$ cat src/rtl/internal_node_loader_pkg.sv
// ---------------------------------------------------------------------------
// internal_node_loader_pkg
// Shared KD-tree definitions used by the internal-node loader and its packer.
//   KD_INTERNAL_WIDTH : width of one packed node word {median half, index half}
//   KD_NUM_NODES      : internal nodes written per load pass (1..64)
//   KD_CNT_WIDTH      : node counter width, wide enough to hold KD_NUM_NODES
//   load_state_e      : loader FSM state encoding
// ---------------------------------------------------------------------------
package internal_node_loader_pkg;

    localparam int KD_INTERNAL_WIDTH = 22;
    localparam int KD_NUM_NODES      = 63;
    localparam int KD_CNT_WIDTH      = 7;

    typedef enum logic [1:0] {
        ST_IDLE = 2'd0,
        ST_LOAD = 2'd1,
        ST_DONE = 2'd2
    } load_state_e;

endpackage : internal_node_loader_pkg

$ cat src/rtl/internal_node_loader_packer.sv
// ---------------------------------------------------------------------------
// internal_node_packer
// Assembles two upstream half-words (low half first) into one node word and
// holds it pending until the tree's I/O phase allows the write.
// Ports:
//   clk, rst_n     : clock, synchronous active-low reset
//   load_en        : loader is in its LOAD state
//   fsm_enable     : tree I/O phase enable
//   in_valid/in_data/in_ready : upstream half-word handshake
//   sender_enable  : node-word write strobe (pending and fsm_enable)
//   sender_data    : packed node word {high half, low half}
// ---------------------------------------------------------------------------
module internal_node_packer
    import internal_node_loader_pkg::*;
#(
    parameter int INTERNAL_WIDTH = KD_INTERNAL_WIDTH
) (
    input  logic                        clk,
    input  logic                        rst_n,
    input  logic                        load_en,
    input  logic                        fsm_enable,
    input  logic                        in_valid,
    input  logic [INTERNAL_WIDTH/2-1:0] in_data,
    output logic                        in_ready,
    output logic                        sender_enable,
    output logic [INTERNAL_WIDTH-1:0]   sender_data
);

    localparam int HALF = INTERNAL_WIDTH / 2;

    logic                      half_sel_q, half_sel_d;
    logic [HALF-1:0]           lo_q, lo_d;
    logic                      pending_q, pending_d;
    logic [INTERNAL_WIDTH-1:0] data_q, data_d;
    logic                      xfer;

    // Upstream is stalled while a finished word waits for the tree, so a
    // pending word can never be overwritten.
    assign in_ready      = load_en & ~pending_q;
    assign xfer          = in_valid & in_ready;
    assign sender_enable = pending_q & fsm_enable;
    assign sender_data   = data_q;

    always_comb begin
        half_sel_d = half_sel_q;
        lo_d       = lo_q;
        pending_d  = pending_q;
        data_d     = data_q;

        // xfer and sender_enable are mutually exclusive: xfer needs !pending.
        if (sender_enable) begin
            pending_d = 1'b0;
        end

        if (xfer) begin
            if (!half_sel_q) begin
                lo_d       = in_data;
                half_sel_d = 1'b1;
            end else begin
                data_d     = {in_data, lo_q};
                pending_d  = 1'b1;
                half_sel_d = 1'b0;
            end
        end
    end

    always_ff @(posedge clk) begin
        if (!rst_n) begin
            half_sel_q <= 1'b0;
            lo_q       <= '0;
            pending_q  <= 1'b0;
            data_q     <= '0;
        end else begin
            half_sel_q <= half_sel_d;
            lo_q       <= lo_d;
            pending_q  <= pending_d;
            data_q     <= data_d;
        end
    end

endmodule : internal_node_packer

$ cat src/rtl/internal_node_loader.sv
// ---------------------------------------------------------------------------
// internal_node_loader
// Loads NUM_NODES packed internal-node words into the KD-tree. Each node is
// received as two half-words and written with one strobe while fsm_enable
// is high.
// Ports:
//   clk, rst_n      : clock, synchronous active-low reset
//   start           : single-cycle pulse, begins a pass (IDLE or DONE only)
//   fsm_enable      : tree I/O phase enable
//   in_valid/in_data/in_ready : upstream half-word handshake
//   sender_enable   : node-word write strobe to the tree
//   sender_data     : packed node word to the tree
//   node_count      : nodes written in the current pass
//   busy / done     : FSM in LOAD / FSM in DONE
// ---------------------------------------------------------------------------
module internal_node_loader
    import internal_node_loader_pkg::*;
#(
    parameter int INTERNAL_WIDTH = KD_INTERNAL_WIDTH,
    parameter int NUM_NODES      = KD_NUM_NODES,
    parameter int CNT_WIDTH      = KD_CNT_WIDTH
) (
    input  logic                        clk,
    input  logic                        rst_n,
    input  logic                        start,
    input  logic                        fsm_enable,
    input  logic                        in_valid,
    input  logic [INTERNAL_WIDTH/2-1:0] in_data,
    output logic                        in_ready,
    output logic                        sender_enable,
    output logic [INTERNAL_WIDTH-1:0]   sender_data,
    output logic [CNT_WIDTH-1:0]        node_count,
    output logic                        busy,
    output logic                        done
);

    localparam logic [CNT_WIDTH-1:0] LAST_IDX = CNT_WIDTH'(NUM_NODES - 1);

    load_state_e          state_q, state_d;
    logic [CNT_WIDTH-1:0] node_count_q, node_count_d;
    logic                 load_en;
    logic                 last_write;

    internal_node_packer #(
        .INTERNAL_WIDTH (INTERNAL_WIDTH)
    ) u_packer (
        .clk           (clk),
        .rst_n         (rst_n),
        .load_en       (load_en),
        .fsm_enable    (fsm_enable),
        .in_valid      (in_valid),
        .in_data       (in_data),
        .in_ready      (in_ready),
        .sender_enable (sender_enable),
        .sender_data   (sender_data)
    );

    // The strobe for node NUM_NODES-1 ends the pass.
    assign last_write = sender_enable && (node_count_q == LAST_IDX);
    assign node_count = node_count_q;

    // State register
    always_ff @(posedge clk) begin
        if (!rst_n) begin
            state_q <= ST_IDLE;
        end else begin
            state_q <= state_d;
        end
    end

    // Next-state logic; start is only honoured outside LOAD.
    always_comb begin
        state_d = state_q;
        unique case (state_q)
            ST_IDLE: if (start)      state_d = ST_LOAD;
            ST_LOAD: if (last_write) state_d = ST_DONE;
            ST_DONE: if (start)      state_d = ST_LOAD;
            default:                 state_d = ST_IDLE;
        endcase
    end

    // State-decoded outputs
    always_comb begin
        busy    = (state_q == ST_LOAD);
        done    = (state_q == ST_DONE);
        load_en = (state_q == ST_LOAD);
    end

    // Node counter: cleared when a pass begins, counts tree write strobes.
    always_comb begin
        node_count_d = node_count_q;
        if ((state_q != ST_LOAD) && start) begin
            node_count_d = '0;
        end else if ((state_q == ST_LOAD) && sender_enable) begin
            node_count_d = node_count_q + CNT_WIDTH'(1);
        end
    end

    always_ff @(posedge clk) begin
        if (!rst_n) begin
            node_count_q <= '0;
        end else begin
            node_count_q <= node_count_d;
        end
    end

endmodule : internal_node_loader

$ cat config.mk
export PLATFORM = sky130hd
export DESIGN_NAME = internal_node_loader
export DESIGN_NICKNAME = d
export VERILOG_FILES = /design/src/rtl/internal_node_loader_pkg.sv /design/src/rtl/internal_node_loader_packer.sv /design/src/rtl/internal_node_loader.sv
export SDC_FILE = /design/constraint.sdc
export NUM_CORES = 1
export LEC_CHECK = 0
export CAP_MARGIN = 20
export CORE_MARGIN = 3
export CORE_UTILIZATION = 51
export CTS_CLUSTER_SIZE = 25
export DETAILED_ROUTE_END_ITERATION = 7
export HOLD_SLACK_MARGIN = 0.02
export PLACE_DENSITY = 0.89
export SLEW_MARGIN = 10
export SYNTH_ARGS = -nofsm -noshare
export SYNTH_HDL_FRONTEND = slang
export SYNTH_SLANG_ARGS = --single-unit
$ cat constraint.sdc
create_clock -name clk -period 2 [get_ports clk]
set_input_delay 0.4 -clock clk [delete_from_list [all_inputs] [get_ports clk]]
set_output_delay 0.4 -clock clk [all_outputs]
set_load 0.05 [all_outputs]
# == Word level (Yosys, flattened, before mapping) ==
# Index checks and enable logic that the tools add are counted.
# op_classes
add_sub_neg,1
mul,0
div_mod_pow,0
order_cmp,0
n_eq_ne,6
n_shift,0
mux,7
bitwise_logic,6
reduce_logical,9
# op_table
op,count
"7-bit by 1-bit adder with 7-bit output, second input constant",1
"7-bit by 6-bit == test with 1-bit output, second input constant",1
2-bit AND reduction,3
1-bit two-way mux,4
2-bit two-way mux,2
"2-bit by 1-bit inequality test with 1-bit output, second input constant",2
2-bit case mux with 2 select lines,1
2-bit OR reduction,2
1-bit AND,3
1-bit logical AND,3
1-bit NOT,3
"2-bit by 1-bit == test with 1-bit output, second input constant",1
"2-bit == test, second input constant",1
2-bit zero test,1
"2-bit inequality test, second input constant",1
# totals
regBits,44
latchBits,0
ramBits,0
mem_bits_ro,0
elab_cells,35
memories,0

# == Logic depth before layout (Yosys ltp) ==
# Gate-level depths: netlist (run 1).
# logic_depth
depth_word,4
depth_mapped,5
mapped_depth_nobuf,5

# == Hierarchy ==
# From an unflattened synthesis (run 1), not the netlist that was laid out.
# hier_totals
hier_cells,179
area_unflattened_um2,1800.5
# by_module_without_submodules
module,n_inst,cells_each,area_each_um2,seq_area_each_um2
internal_node_packer,1,131,1353.8,700.7
internal_node_loader,1,48,446.7,180.2

# == Least setup slack after synthesis (run 1) ==
# No wires, ideal clock.
# synth_path
path_type,reg-to-reg
start,reg node_count_q[1] (netlist: node_count[1])
end,reg node_count_q[6] (netlist: node_count[6])
setup_ns,0.072
t_arrival_ns,1.609
setup_slack_ns,0.320
path_stages_with_launch,5
synth_period_minus_slack_ns,1.680
path_cell_list,dfxtp_1 ha_1 inv_1 or4_1 a21oi_1
# synth_between
elab_chain_cells,1
# synth_rtl
item,line,source
"start, declared",internal_node_loader.sv:40,"logic [CNT_WIDTH-1:0] node_count_q, node_count_d;"
"start signal, assigned",internal_node_loader.sv:103,node_count_q <= node_count_d;
7-bit by 1-bit adder with 7-bit output,internal_node_loader.sv:95,node_count_d = node_count_q + CNT_WIDTH'(1);
# Every way passes these cells.
# A chain may end at the register's enable or synchronous reset.

# == Final worst setup path (run 1) ==
# layout_path
start,reg u_packer.data_q[5] (netlist: u_packer.sender_data[5])
end,out sender_data[5]
# layout_lines
item,line,source
"start, declared",internal_node_loader_packer.sv:34,"logic [INTERNAL_WIDTH-1:0] data_q, data_d;"
"start signal, assigned",internal_node_loader_packer.sv:77,data_q <= data_d;
"end, declared",internal_node_loader.sv:31,"output logic [INTERNAL_WIDTH-1:0] sender_data,"
# No word-level cell between the ends.

==> metrics.md, run 1 <==
| Metric | Value |
|---|---|
| Run status | `complete, no violations` |
| Synthesized area per cell | `8.36 um2` |
| Max_slew headroom | `62.7%` |
| Critical path capture point type | `primary output` |
| Initial DRC count | `125` |
| Cell area after synthesis | `0.00180 mm2` |
| Worst path cell trace | `clkdlybuf4s50_1` |
| Synth Area in Simple Gates | `19.7%` |
| Largest net degree at the start of global routing | `37` |
| WL final | `4340 um` |
| Syn nets | `233` |
| GP Congestion | `0.839` |
| I/O Buffers | `48` |
| Xor/xnor share of the synthesized area | `0%` |
| Critical path data arrival time | `1520 ps` |
| Post-layout util | `74.4%` |
| Critical path peak fanout | `2` |
| Diodes inserted | `0` |
| Mapped Cells | `215` |
| First-pass GRT wire length | `7110 um` |
| CTS tree | `done` |
| Worst path depth | `1` |
| WHS Path Cells | `2` |
| DRT Pass-1 Iters | `5` |
| # placed instances | `296` |
| Count of final setup violators | `0` |
| Top FF cell, synth | `dfxtp_1` |
| Max Slew Vio Count | `0` |
| Final instance area | `0.00238 mm2` |
| Clk_lat worst skew | `350 ps` |
| Number of buffers created by CTS | `5` |
| Post-synthesis mux area share | `0%` |
| Setup Slack @ Placement | `103 ps` |
| Vias per Instance | `5.78` |
| Area growth, synth to finish | `32.5%` |
| Post-route ant nets | `0` |
| Clock power frac | `26.7%` |
| CP Launch Type | `register` |
| RSZ-0062 raised after global routing | `false` |
| Buffers and inverters on the worst path | `1` |
| Pleak | `0.859 nW` |
| Fin Setup TNS | `0 ps` |
| P per Cell Area | `614 mW/mm2` |
| Number of synthesis warnings | `0` |
| Fin cells | `303` |
| Int Pwr | `1.08 mW` |
| Clock-pin slew on the worst setup and hold paths | `120 ps` |
| Leading area contributor after synthesis | `dfxtp_1` |
| Seq pwr share | `61.6%` |
| Setup ws final | `78.0 ps` |
| Complex-gate fraction of the synthesized area | `24.2%` |
| Setup Skew | `7.87 ps` |
| Combinational share of power | `11.7%` |
| Async SR Flop Fraction | `0%` |
| Chip width | `65.4 um` |
| Register Area | `881 um2` |
| Seq/Total Area, Yosys | `49.0%` |
| Remaining global-route overflow | `0` |
| Final hold slack | `464 ps` |
| Max Cap Viol | `0` |
| Critical Path RT | `1600 ps` |
| Switching Share | `25.9%` |
| CTS Hold Bufs | `0` |
| Clock Tree Root | `clkbuf_4` |
| FP Rows | `20` |
| Final nets | `277` |
| P_sw | `0.379 mW` |
| Post-synth EDFFs | `0` |
| Total chip power | `1.46 mW` |
| Synth unique cells | `28` |
| Synth Area in Adders | `1.39%` |
| CP delay by family, top | `buffers and inverters` |
| Vias in the first global route | `1549` |
| Hold crit path type | `reg -> reg` |
| Total GRT Usage | `21.3%` |
| Slowest library cell on the worst path | `clkdlybuf4s50_1` |
| Max H-tree Level | `2` |
| Top cells by area, synth | `dfxtp_1, a21oi_1, nand3_1, o21ai_0, clkbuf_1` |
| HPWL Detailed | `2990 um` |
| Post-synthesis register bit count | `44` |
| Largest family of logic cells by synthesized area | `compound AO/OA/AOI/OAI gates` |
| Fillers | `261` |
| Initial Util | `56.1%` |
| DRC Markers | `0` |
| Max Clock Freq | `520 MHz` |
| Max VDD drop | `501 uV` |
| Deepest clock path buffer count | `2` |
| Die ar. | `0.00427 mm2` |
| Initial antenna violation count | `0` |
| Worst slew pin tran | `556 ps` |
| CP max stage delay | `810 ps` |
| Final hold violation count | `0` |
| I/O pin total | `49` |
| DR WL/cell | `14.3 um` |
| Min cycle time layout | `1920 ps` |
| Post-DP Area | `0.00233 mm2` |
| Tcrit/Tclk final | `96.1%` |
| Fraction of layout cells with a size suffix above 1 | `7.34%` |
| Multi-input gate area | `815 um2` |
| Core area | `0.00320 mm2` |
| CTS Sinks | `44` |
| FF-to-FF path depth | `4` |
| Vias | `1752` |
| Post-synth top area share | `49.0%` |
| Die Y | `65.4 um` |
| WS Path Type | `reg -> out` |
==> metal layers <==
metal / share of wire (%) / wire length [um] / GRT usage (%)
met5: 0 / 0 / 0
met4: 0.94 / 41 / 4.66
met3: 4.8 / 208 / 6.84
met2: 52 / 2250 / 36.0
met1: 42 / 1840 / 26.3
==> cell type report <==
class | count | area share, %
clock buffers | 5 | 1.58
clock inverters | 2 | 0.525
inverters | 7 | 1.10
multi-input cells | 147 | 34.2
flip-flops and latches | 44 | 37.0
well taps | 44 | 2.31
repair buffers | 54 | 23.3
==> cell usage after synthesis, types with 2 or more instances <==
cell      instances
buf_4             3
nand2_1           6
o21ai_0          35
clkbuf_1         12
and2_1            2
nand3_1          35
nor2_1            3
inv_1             6
a21oi_1          42
nor2b_1           2
o31ai_1           4
nand2b_1          2
or4_1             4
ha_1              2
dfxtp_1          44
==> power by group through the flow <==
stage / combinational (mW) / clock, mW / sequential, mW
finish: 0.171 / 0.391 / 0.901
global route: 0.184 / 0.447 / 0.904
CTS: 0.170 / 0.402 / 0.901
detailed placement: 0.169 / 0 / 0.920
global placement: 0.168 / 0 / 0.920
floorplan: 0.0895 / 0 / 0.926
==> sequential cells by signal, indices dropped and copies added, names as in the netlist <==
signal,cells
node_count,7
state_q,2
u_packer.half_sel_q,1
u_packer.lo_q,11
u_packer.pending_q,1
u_packer.sender_data,22
==> kinds of logic (layout without fill, tap and decap cells) <==
| logic type | Yosys count | in the layout |
|---|---|---|
| AO/OA/AOI/OAI | 84 | 84 |
| flip-flops | 44 | 44 |
| AND/OR/NAND/NOR | 61 | 61 |
| adder cells (fa/ha/maj) | 2 | 2 |
| buffers and inverters | 24 | 68 |
==> placed cells by master (no fill, tap or decap), types with 2 or more instances in the layout <==
cell type	count
nand3_1	35
buf_12	3
or4_1	4
dlygate4sd2_1	4
dlymetal6s2s_1	3
o21ai_0	35
nor2_1	3
inv_1	6
a21oi_1	42
ha_1	2
nand2b_1	2
clkdlybuf4s50_1	37
and2_1	2
nand2_1	6
buf_4	7
dfxtp_1	44
clkbuf_4	5
nor2b_1	2
o31ai_1	4
==> worst paths after layout <==
kind                                                 to               startpoint  slack, ps
worst min register to register  u_packer.sender_data[9]         u_packer.lo_q[9]        460
worst min-delay path            u_packer.sender_data[9]         u_packer.lo_q[9]        460
worst max-delay path                     sender_data[5]  u_packer.sender_data[5]         80
worst max register to register            node_count[4]            node_count[0]        570
==> what timing repair did <==
action                                  4_1_cts  5_1_grt
resized for setup                             4        3
endpoints found under the hold margin         0        0
endpoints found under the setup margin        4        3
pin swaps                                     0        0
buffers inserted                              0        0
Note: power is estimated with default switching activity, not from simulation.
==> inputs of run 2 (changes only) <==
- SLEW_MARGIN: 10 -> default
==> results of run 2 <==
Final layout, timing and power as in run 1 (identical DEF).
